`config.mk`:
```
export PLATFORM = sky130hd
export DESIGN_NAME = ofs_pipe_bank
export DESIGN_NICKNAME = d
export VERILOG_FILES = /design/src/rtl/ofs_pkg.sv /design/src/rtl/ofs_stage.sv /design/src/rtl/ofs_pipe_bank.sv
export SDC_FILE = /design/constraint.sdc
export NUM_CORES = 1
export LEC_CHECK = 0
export ABC_AREA = 0
export CELL_PAD_IN_SITES_DETAIL_PLACEMENT = 0
export CELL_PAD_IN_SITES_GLOBAL_PLACEMENT = 1
export CORE_MARGIN = 3
export CORE_UTILIZATION = 35
export CTS_BUF_LIST = sky130_fd_sc_hd__clkbuf_16
export CTS_CLUSTER_SIZE = 16
export DETAILED_ROUTE_END_ITERATION = 16
export PLACE_DENSITY = 0.83
export SLEW_MARGIN = 5
export SYNTH_ARGS = -nofsm -noshare
export SYNTH_HDL_FRONTEND = slang
export SYNTH_HIERARCHICAL = 1
export SYNTH_SLANG_ARGS = --single-unit
```
`constraint.sdc`:
```
create_clock -name SCLK -period 2.13 [get_ports SCLK]
set_input_delay 0.639 -clock SCLK [delete_from_list [all_inputs] [get_ports SCLK]]
set_output_delay 0.639 -clock SCLK [all_outputs]
set_load 0.1 [all_outputs]
```
`src/rtl/ofs_pkg.sv`:
```
// Shared definitions for the output set/preset register bank.
//   OFS_MAX_STAGES : deepest pipeline supported
//   ofs_cnt_w()    : width of the fill counter for a given depth
//   ofs_ctl_t      : per-stage control bits riding alongside the data
// Optional feature macro: OFS_PIPE_TRI_EN adds a tristate-request bit (ts)
// to every stage record.
package ofs_pkg;

  localparam int OFS_MAX_STAGES = 8;
  localparam int OFS_MAX_WIDTH  = 64;

  // Counter must hold the value STAGES itself, hence +1.
  function automatic int ofs_cnt_w(input int stages);
    int w;
    w = $clog2(stages + 1);
    return (w < 1) ? 1 : w;
  endfunction

  typedef struct packed {
    logic valid;
`ifdef OFS_PIPE_TRI_EN
    logic ts;
`endif
  } ofs_ctl_t;

endpackage

```
`src/rtl/ofs_stage.sv`:
```
// One register stage of the output bank.
//   clk   : clock
//   rst   : synchronous active-high reset, loads INIT and clears valid
//   en    : clock enable; 0 holds the stage
//   d     : WIDTH-bit data in
//   ctl_d : control bits in (valid, optional ts)
//   q     : registered data
//   ctl_q : registered control bits
// With OFS_PIPE_TRI_EN the ts bit resets to 1 so the pad floats in reset.
module ofs_stage
  import ofs_pkg::*;
#(
  parameter int               WIDTH = 8,
  parameter logic [WIDTH-1:0] INIT  = '1
) (
  input  logic             clk,
  input  logic             rst,
  input  logic             en,
  input  logic [WIDTH-1:0] d,
  input  ofs_ctl_t         ctl_d,
  output logic [WIDTH-1:0] q,
  output ofs_ctl_t         ctl_q
);

  always_ff @(posedge clk) begin
    if (rst) begin
      q           <= INIT;
      ctl_q.valid <= 1'b0;
`ifdef OFS_PIPE_TRI_EN
      ctl_q.ts    <= 1'b1;
`endif
    end else if (en) begin
      q     <= d;
      ctl_q <= ctl_d;
    end
  end

endmodule

```
`src/rtl/ofs_pipe_bank.sv`:
```
// WIDTH-bit output register bank, STAGES deep, between core logic and pads.
// Every bit resets to its INIT value (1 = set, 0 = clear); SP freezes the
// whole pipeline and the fill counter without losing data.
// Ports:
//   SCLK   : clock
//   LSR    : synchronous active-high reset (wins over SP)
//   SP     : clock enable
//   D, DV  : data and its valid qualifier from the core
//   Q      : data to pad (last stage)
//   QV     : valid of Q, gated by pipeline-filled
//   FILLED : STAGES enabled edges seen since reset
//   TS, TQ : tristate request in / aligned out (only with OFS_PIPE_TRI_EN)
// Optional feature macro: OFS_PIPE_TRI_EN.
module ofs_pipe_bank
  import ofs_pkg::*;
#(
  parameter int               WIDTH  = 8,
  parameter int               STAGES = 2,
  parameter logic [WIDTH-1:0] INIT   = WIDTH'('hFF)
) (
  input  logic             SCLK,
  input  logic             LSR,
  input  logic             SP,
  input  logic [WIDTH-1:0] D,
  input  logic             DV,
`ifdef OFS_PIPE_TRI_EN
  input  logic             TS,
  output logic             TQ,
`endif
  output logic [WIDTH-1:0] Q,
  output logic             QV,
  output logic             FILLED
);

  generate
    if (STAGES < 1 || STAGES > OFS_MAX_STAGES || WIDTH < 1 || WIDTH > OFS_MAX_WIDTH) begin : g_bad_param
      $error("ofs_pipe_bank: illegal parameters WIDTH=%0d STAGES=%0d", WIDTH, STAGES);
    end
  endgenerate

  localparam int CW = ofs_cnt_w(STAGES);

  typedef struct packed {
    logic [WIDTH-1:0] data;
    ofs_ctl_t         ctl;
  } ofs_rec_t;

  ofs_rec_t [STAGES-1:0] rec_in;
  ofs_rec_t [STAGES-1:0] rec_q;
  ofs_ctl_t              ctl_src;

  always_comb begin
    ctl_src       = '0;
    ctl_src.valid = DV;
`ifdef OFS_PIPE_TRI_EN
    ctl_src.ts    = TS;
`endif
  end

  genvar i;
  generate
    for (i = 0; i < STAGES; i++) begin : g_stage
      if (i == 0) begin : g_head
        assign rec_in[i] = '{data: D, ctl: ctl_src};
      end else begin : g_link
        assign rec_in[i] = rec_q[i-1];
      end

      ofs_stage #(
        .WIDTH (WIDTH),
        .INIT  (INIT)
      ) u_stage (
        .clk   (SCLK),
        .rst   (LSR),
        .en    (SP),
        .d     (rec_in[i].data),
        .ctl_d (rec_in[i].ctl),
        .q     (rec_q[i].data),
        .ctl_q (rec_q[i].ctl)
      );
    end
  endgenerate

  // Fill tracking. FILLED and QV are registered from their next-state
  // values so both leave the block straight from a flop.
  logic [CW-1:0] fill_cnt;
  logic          filled_r;
  logic          qv_r;
  logic          filled_nxt;

  assign filled_nxt = filled_r | (fill_cnt == CW'(STAGES - 1));

  always_ff @(posedge SCLK) begin
    if (LSR) begin
      fill_cnt <= '0;
      filled_r <= 1'b0;
      qv_r     <= 1'b0;
    end else if (SP) begin
      if (fill_cnt != CW'(STAGES)) fill_cnt <= fill_cnt + 1'b1;
      filled_r <= filled_nxt;
      // Redundant with the pipelined valid by construction; kept as a guard.
      qv_r     <= rec_in[STAGES-1].ctl.valid & filled_nxt;
    end
  end

  assign Q      = rec_q[STAGES-1].data;
  assign QV     = qv_r;
  assign FILLED = filled_r;
`ifdef OFS_PIPE_TRI_EN
  assign TQ     = rec_q[STAGES-1].ctl.ts;
`endif

endmodule

```
; ---- Word-level counts from Yosys, hierarchy flattened
; Index checks and enable logic that the tools add are counted.
; Widths: inputs -> output; s select.
[op_classes]
eq_ne = 2
n_bitwise = 2
n_reduce_logical = 1
addsub = 1
[op_table]
columns = op, n
row1 = $add 2x1->2 const B, 1
row2 = $eq 2x1->1 const B, 1
row3 = $ne 2x2->1 const B, 1
row4 = $reduce_and 2->1, 1
row5 = $and 1x1->1, 1
row6 = $or 1x1->1, 1
[totals]
out_inout_bits = 10
reg_bits = 21
input_bits = 12

; ---- Logic depth before layout (Yosys ltp)
[logic_depth]
depth_word = 3
ltp_mapped = 5

; ---- Modules after synthesis
; Netlist, hierarchy kept.
[by_module_without_submodules]
columns = mod, area_each_um2, n_inst, cells_per_inst
row1 = ofs_stage, 337.8, 2, 29
row2 = ofs_pipe_bank, 182.7, 1, 18

; ---- Least setup slack after synthesis
; Ideal clock, no wire load.
[synth_path]
path_kind = register to output
from = reg filled_r, in the netlist FILLED
to = out FILLED
path_stages_with_launch = 1
path_slack_ns = 0.550
n_path_buf = 0
arrival_time_ns = 0.941
path_cell_list = dfxtp_1
[synth_lines]
columns = item, line
row1 = from (decl), ofs_pipe_bank.sv:87  ; logic filled_r;
row2 = from (signal assigned), ofs_pipe_bank.sv:100  ; filled_r <= filled_nxt;
row3 = to (decl), ofs_pipe_bank.sv:32  ; output logic FILLED
; No word-level cell between the ends.

; ---- Worst setup path in the final report
[layout_path]
from = in SP
to = reg fill_cnt[1]
[layout_via]
elab_chain_cells = 1
[layout_rtl]
columns = item, line
row1 = from (decl), ofs_pipe_bank.sv:23  ; input logic SP,
row2 = $reduce_and 2->1 (no source line), n/a
row3 = to (signal assigned), ofs_pipe_bank.sv:99  ; if (fill_cnt != CW'(STAGES)) fill_cnt <= fill_cnt + 1'b1;
row4 = to (decl), ofs_pipe_bank.sv:86  ; logic [CW-1:0] fill_cnt;
; No other way between the ends.
; A chain may end at the register's enable or synchronous reset.

==> impl_results.rst <==
.. list-table::
   :header-rows: 1

   * - Metric
     - Value
   * - Pin count of the biggest net entering global routing
     - 38
   * - CP Capture Type
     - flop
   * - Setup bufs post-CTS
     - 0
   * - Reg-to-reg slack, setup
     - 1.00 ns
   * - Critical Path, Cell by Cell
     - clkdlybuf4s50_1 -> buf_12 -> nor2b_4 -> nor2_1 -> a211oi_2
   * - Fmax
     - 607 MHz
   * - Total buffers and inverters traversed by the critical path
     - 2
   * - Hold buffer count at cts
     - 0
   * - CP Data Arrival Time
     - 1.81 ns
   * - Max-cap violations
     - 0
   * - Antenna diodes
     - 0
   * - Area enclosed by the die boundary
     - 2970 µm²
   * - Final-layout worst hold slack
     - 0.460 ns
   * - Number of instances in the synthesized netlist
     - 73
   * - Root cell of the clock tree
     - sky130_fd_sc_hd__clkbuf_16
   * - Die span in x
     - 54.5 µm
   * - Netlist Area Pre-Place
     - 825 µm²
   * - Final std cells w/o fill
     - ~120
   * - Data required time at the worst endpoint
     - 2.29 ns
   * - Slew HR
     - between 80% and 90%
   * - CP max-delay cell
     - sky130_fd_sc_hd__clkdlybuf4s50_1
   * - Wire length of the first global-routing pass
     - around 2200 µm
   * - Number of setup violations in the final report
     - 0
   * - Number of placed cells counting well taps
     - 119
   * - Worst R2R End
     - fill_cnt[1]
   * - Setup tns final
     - 0 ns
   * - Worst Hold Depth
     - 1
   * - Critical path depth in cells
     - 5
   * - Avg Vias per Cell
     - 4.62
   * - Buffers from clock root to sink, at most
     - 2
   * - Number of sinks on the clock net
     - 21
   * - Top Ports
     - 22
   * - Most common cell after layout, fill and taps aside
     - sky130_fd_sc_hd__dfxtp_1
   * - Final clock period utilization by the worst path
     - between 70% and 80%
   * - Number of global-route vias before repair
     - 529
   * - Worst slew pin tran
     - 0.283 ns
   * - Final Hold Violating Endpoints
     - 0
   * - Core area
     - ~2100 µm²
   * - Clock network latency to the later pin of the worst-skew pair
     - 0.25 ns
   * - Synthesized area divided by synthesized cell count
     - roughly 11 µm²
   * - Maximum fanout count along the critical path
     - 37
   * - Post-route minimum period
     - roughly 1.6 ns
   * - Ratio of total power to cell area
     - ~900 nW/µm²
   * - Worst setup skew after layout
     - about 0.0031 ns
   * - Post-layout net count
     - 111
   * - Fill cells
     - between 150 and 200
   * - H-tree levels
     - 1
   * - Hold Path Class
     - reg -> reg
   * - Leading cell types in the layout, fill and taps excluded
     - sky130_fd_sc_hd__dfxtp_1, sky130_fd_sc_hd__nor2b_1, sky130_fd_sc_hd__a211o_2, sky130_fd_sc_hd__clkdlybuf4s50_1, sky130_fd_sc_hd__buf_4
   * - Total track usage
     - 10.9%
   * - Clock tree from TritonCTS
     - built
   * - Detailed-route wire length per cell
     - 11.3 µm
   * - Largest voltage drop on the vdd net
     - 711 µV
   * - Outcome
     - complete, no violations
   * - Initial antenna violation count
     - 0
   * - Synth Net Count
     - 87
   * - Vertical die dimension
     - approximately 55 µm
   * - Reg2reg path depth
     - 5
   * - Type of the setup path with the least slack
     - in -> reg
   * - Routed WL
     - 1390 µm
   * - Effective utilization at floorplan
     - 39.2%
   * - Total via count in the routed design
     - 568
   * - DRC violations left
     - 0
   * - Hold path startpoint
     - g_stage[0].u_stage/q[6]
   * - Number of nets with antenna violations after routing
     - 0
   * - Number of placement rows
     - 16
   * - Max incr delay on CP
     - roughly 0.51 ns
   * - Placer congestion estimate
     - 0.617
   * - Layout area overhead
     - 38.8%
   * - Share of layout cells above drive strength 1
     - 32.3%
   * - HPWL after DPL
     - 900 µm
   * - Critical register-to-register path startpoint
     - fill_cnt[0]
   * - TritonCTS buffer count
     - 3
   * - Clock transition at the register clock pins on the worst setup and hold paths after CTS
     - 0.05 ns
   * - Number of warnings printed during yosys synthesis
     - 6
   * - Startpoint type of the worst setup path
     - primary input
   * - Worst hold endpoint
     - g_stage[1].u_stage/q[6]
   * - Final count of pins violating max slew
     - 0
   * - First-pass detailed-route iteration total
     - 4
   * - Cell family contributing the most delay on the critical path
     - buffers and inverters
   * - Post-CTS sizing
     - 0
   * - Total grt overflow
     - 0
   * - First-iteration detailed-routing DRC count
     - 7
   * - Setup repair after global routing missed its margin
     - false
   * - Static Leak
     - 0.461 nW
   * - Port buffer count
     - 21
## power by group
| part | internal [W] | total [W] | switching (W) |
|---|---|---|---|
| combinational | 0.0000851 | 0.000220 | 0.000135 |
| sequential | 0.000423 | 0.000439 | 0.0000164 |
| clock | 0.000249 | 0.000377 | 0.000128 |
## flip-flops by register name, summed over array words and instances (netlist names)
signal and count:
g_stage.u_stage/q 16, fill_cnt 2, FILLED 1, QV 1, g_stage.u_stage/ctl_q 1
## metal layers
layer | share of wire (%) | global-route usage (%)
met1 | 49 | 11.7
met3 | 5.4 | 3.27
met2 | 44 | 18.7
met5 | 0 | 0
met4 | 1.6 | 6.22
## per-stage QoR
stage	area, µm²	utilization (%)	total power (W)	setup slack, ns
after global placement	1070	50.7	0.000665	0.280
after floorplan	825	-	0.000604	0.550
final	1140	54.5	0.00104	0.483
after global routing	1140	54.5	0.00109	0.406
after detailed placement	1070	50.7	0.000669	0.216
after CTS	1140	54.5	0.00105	0.474
## worst max path at each step
stage	slack, ns	startpoint	end
global placement	0.28	SP	fill_cnt[1]
global route	0.41	SP	fill_cnt[1]
detailed placement	0.22	SP	fill_cnt[1]
CTS	0.47	SP	fill_cnt[1]
finish	0.48	SP	fill_cnt[1]
floorplan	0.55	FILLED	FILLED
## worst reg2reg max path, stage by stage (launching register included)
cell and delay [ns]:
sky130_fd_sc_hd__dfxtp_1 0.37, sky130_fd_sc_hd__inv_1 0.06, sky130_fd_sc_hd__ha_1 0.22, sky130_fd_sc_hd__nor2b_4 0.15
sky130_fd_sc_hd__nor2_1 0.06, sky130_fd_sc_hd__a211oi_2 0.20
## area by class of cell
| class | instances | area, µm² | area share (%) |
|---|---|---|---|
| flip-flops and latches | 21 | 420 | 36.7 |
| multi-input cells | 46 | 367 | 32.0 |
| repair buffers | 23 | 238 | 20.8 |
| clock buffers | 3 | 75.1 | 6.56 |
| well taps | 27 | 33.8 | 2.95 |
| inverters | 2 | 7.51 | 0.656 |
| clock inverters | 1 | 3.75 | 0.328 |
(Power assumes the default switching activity.)
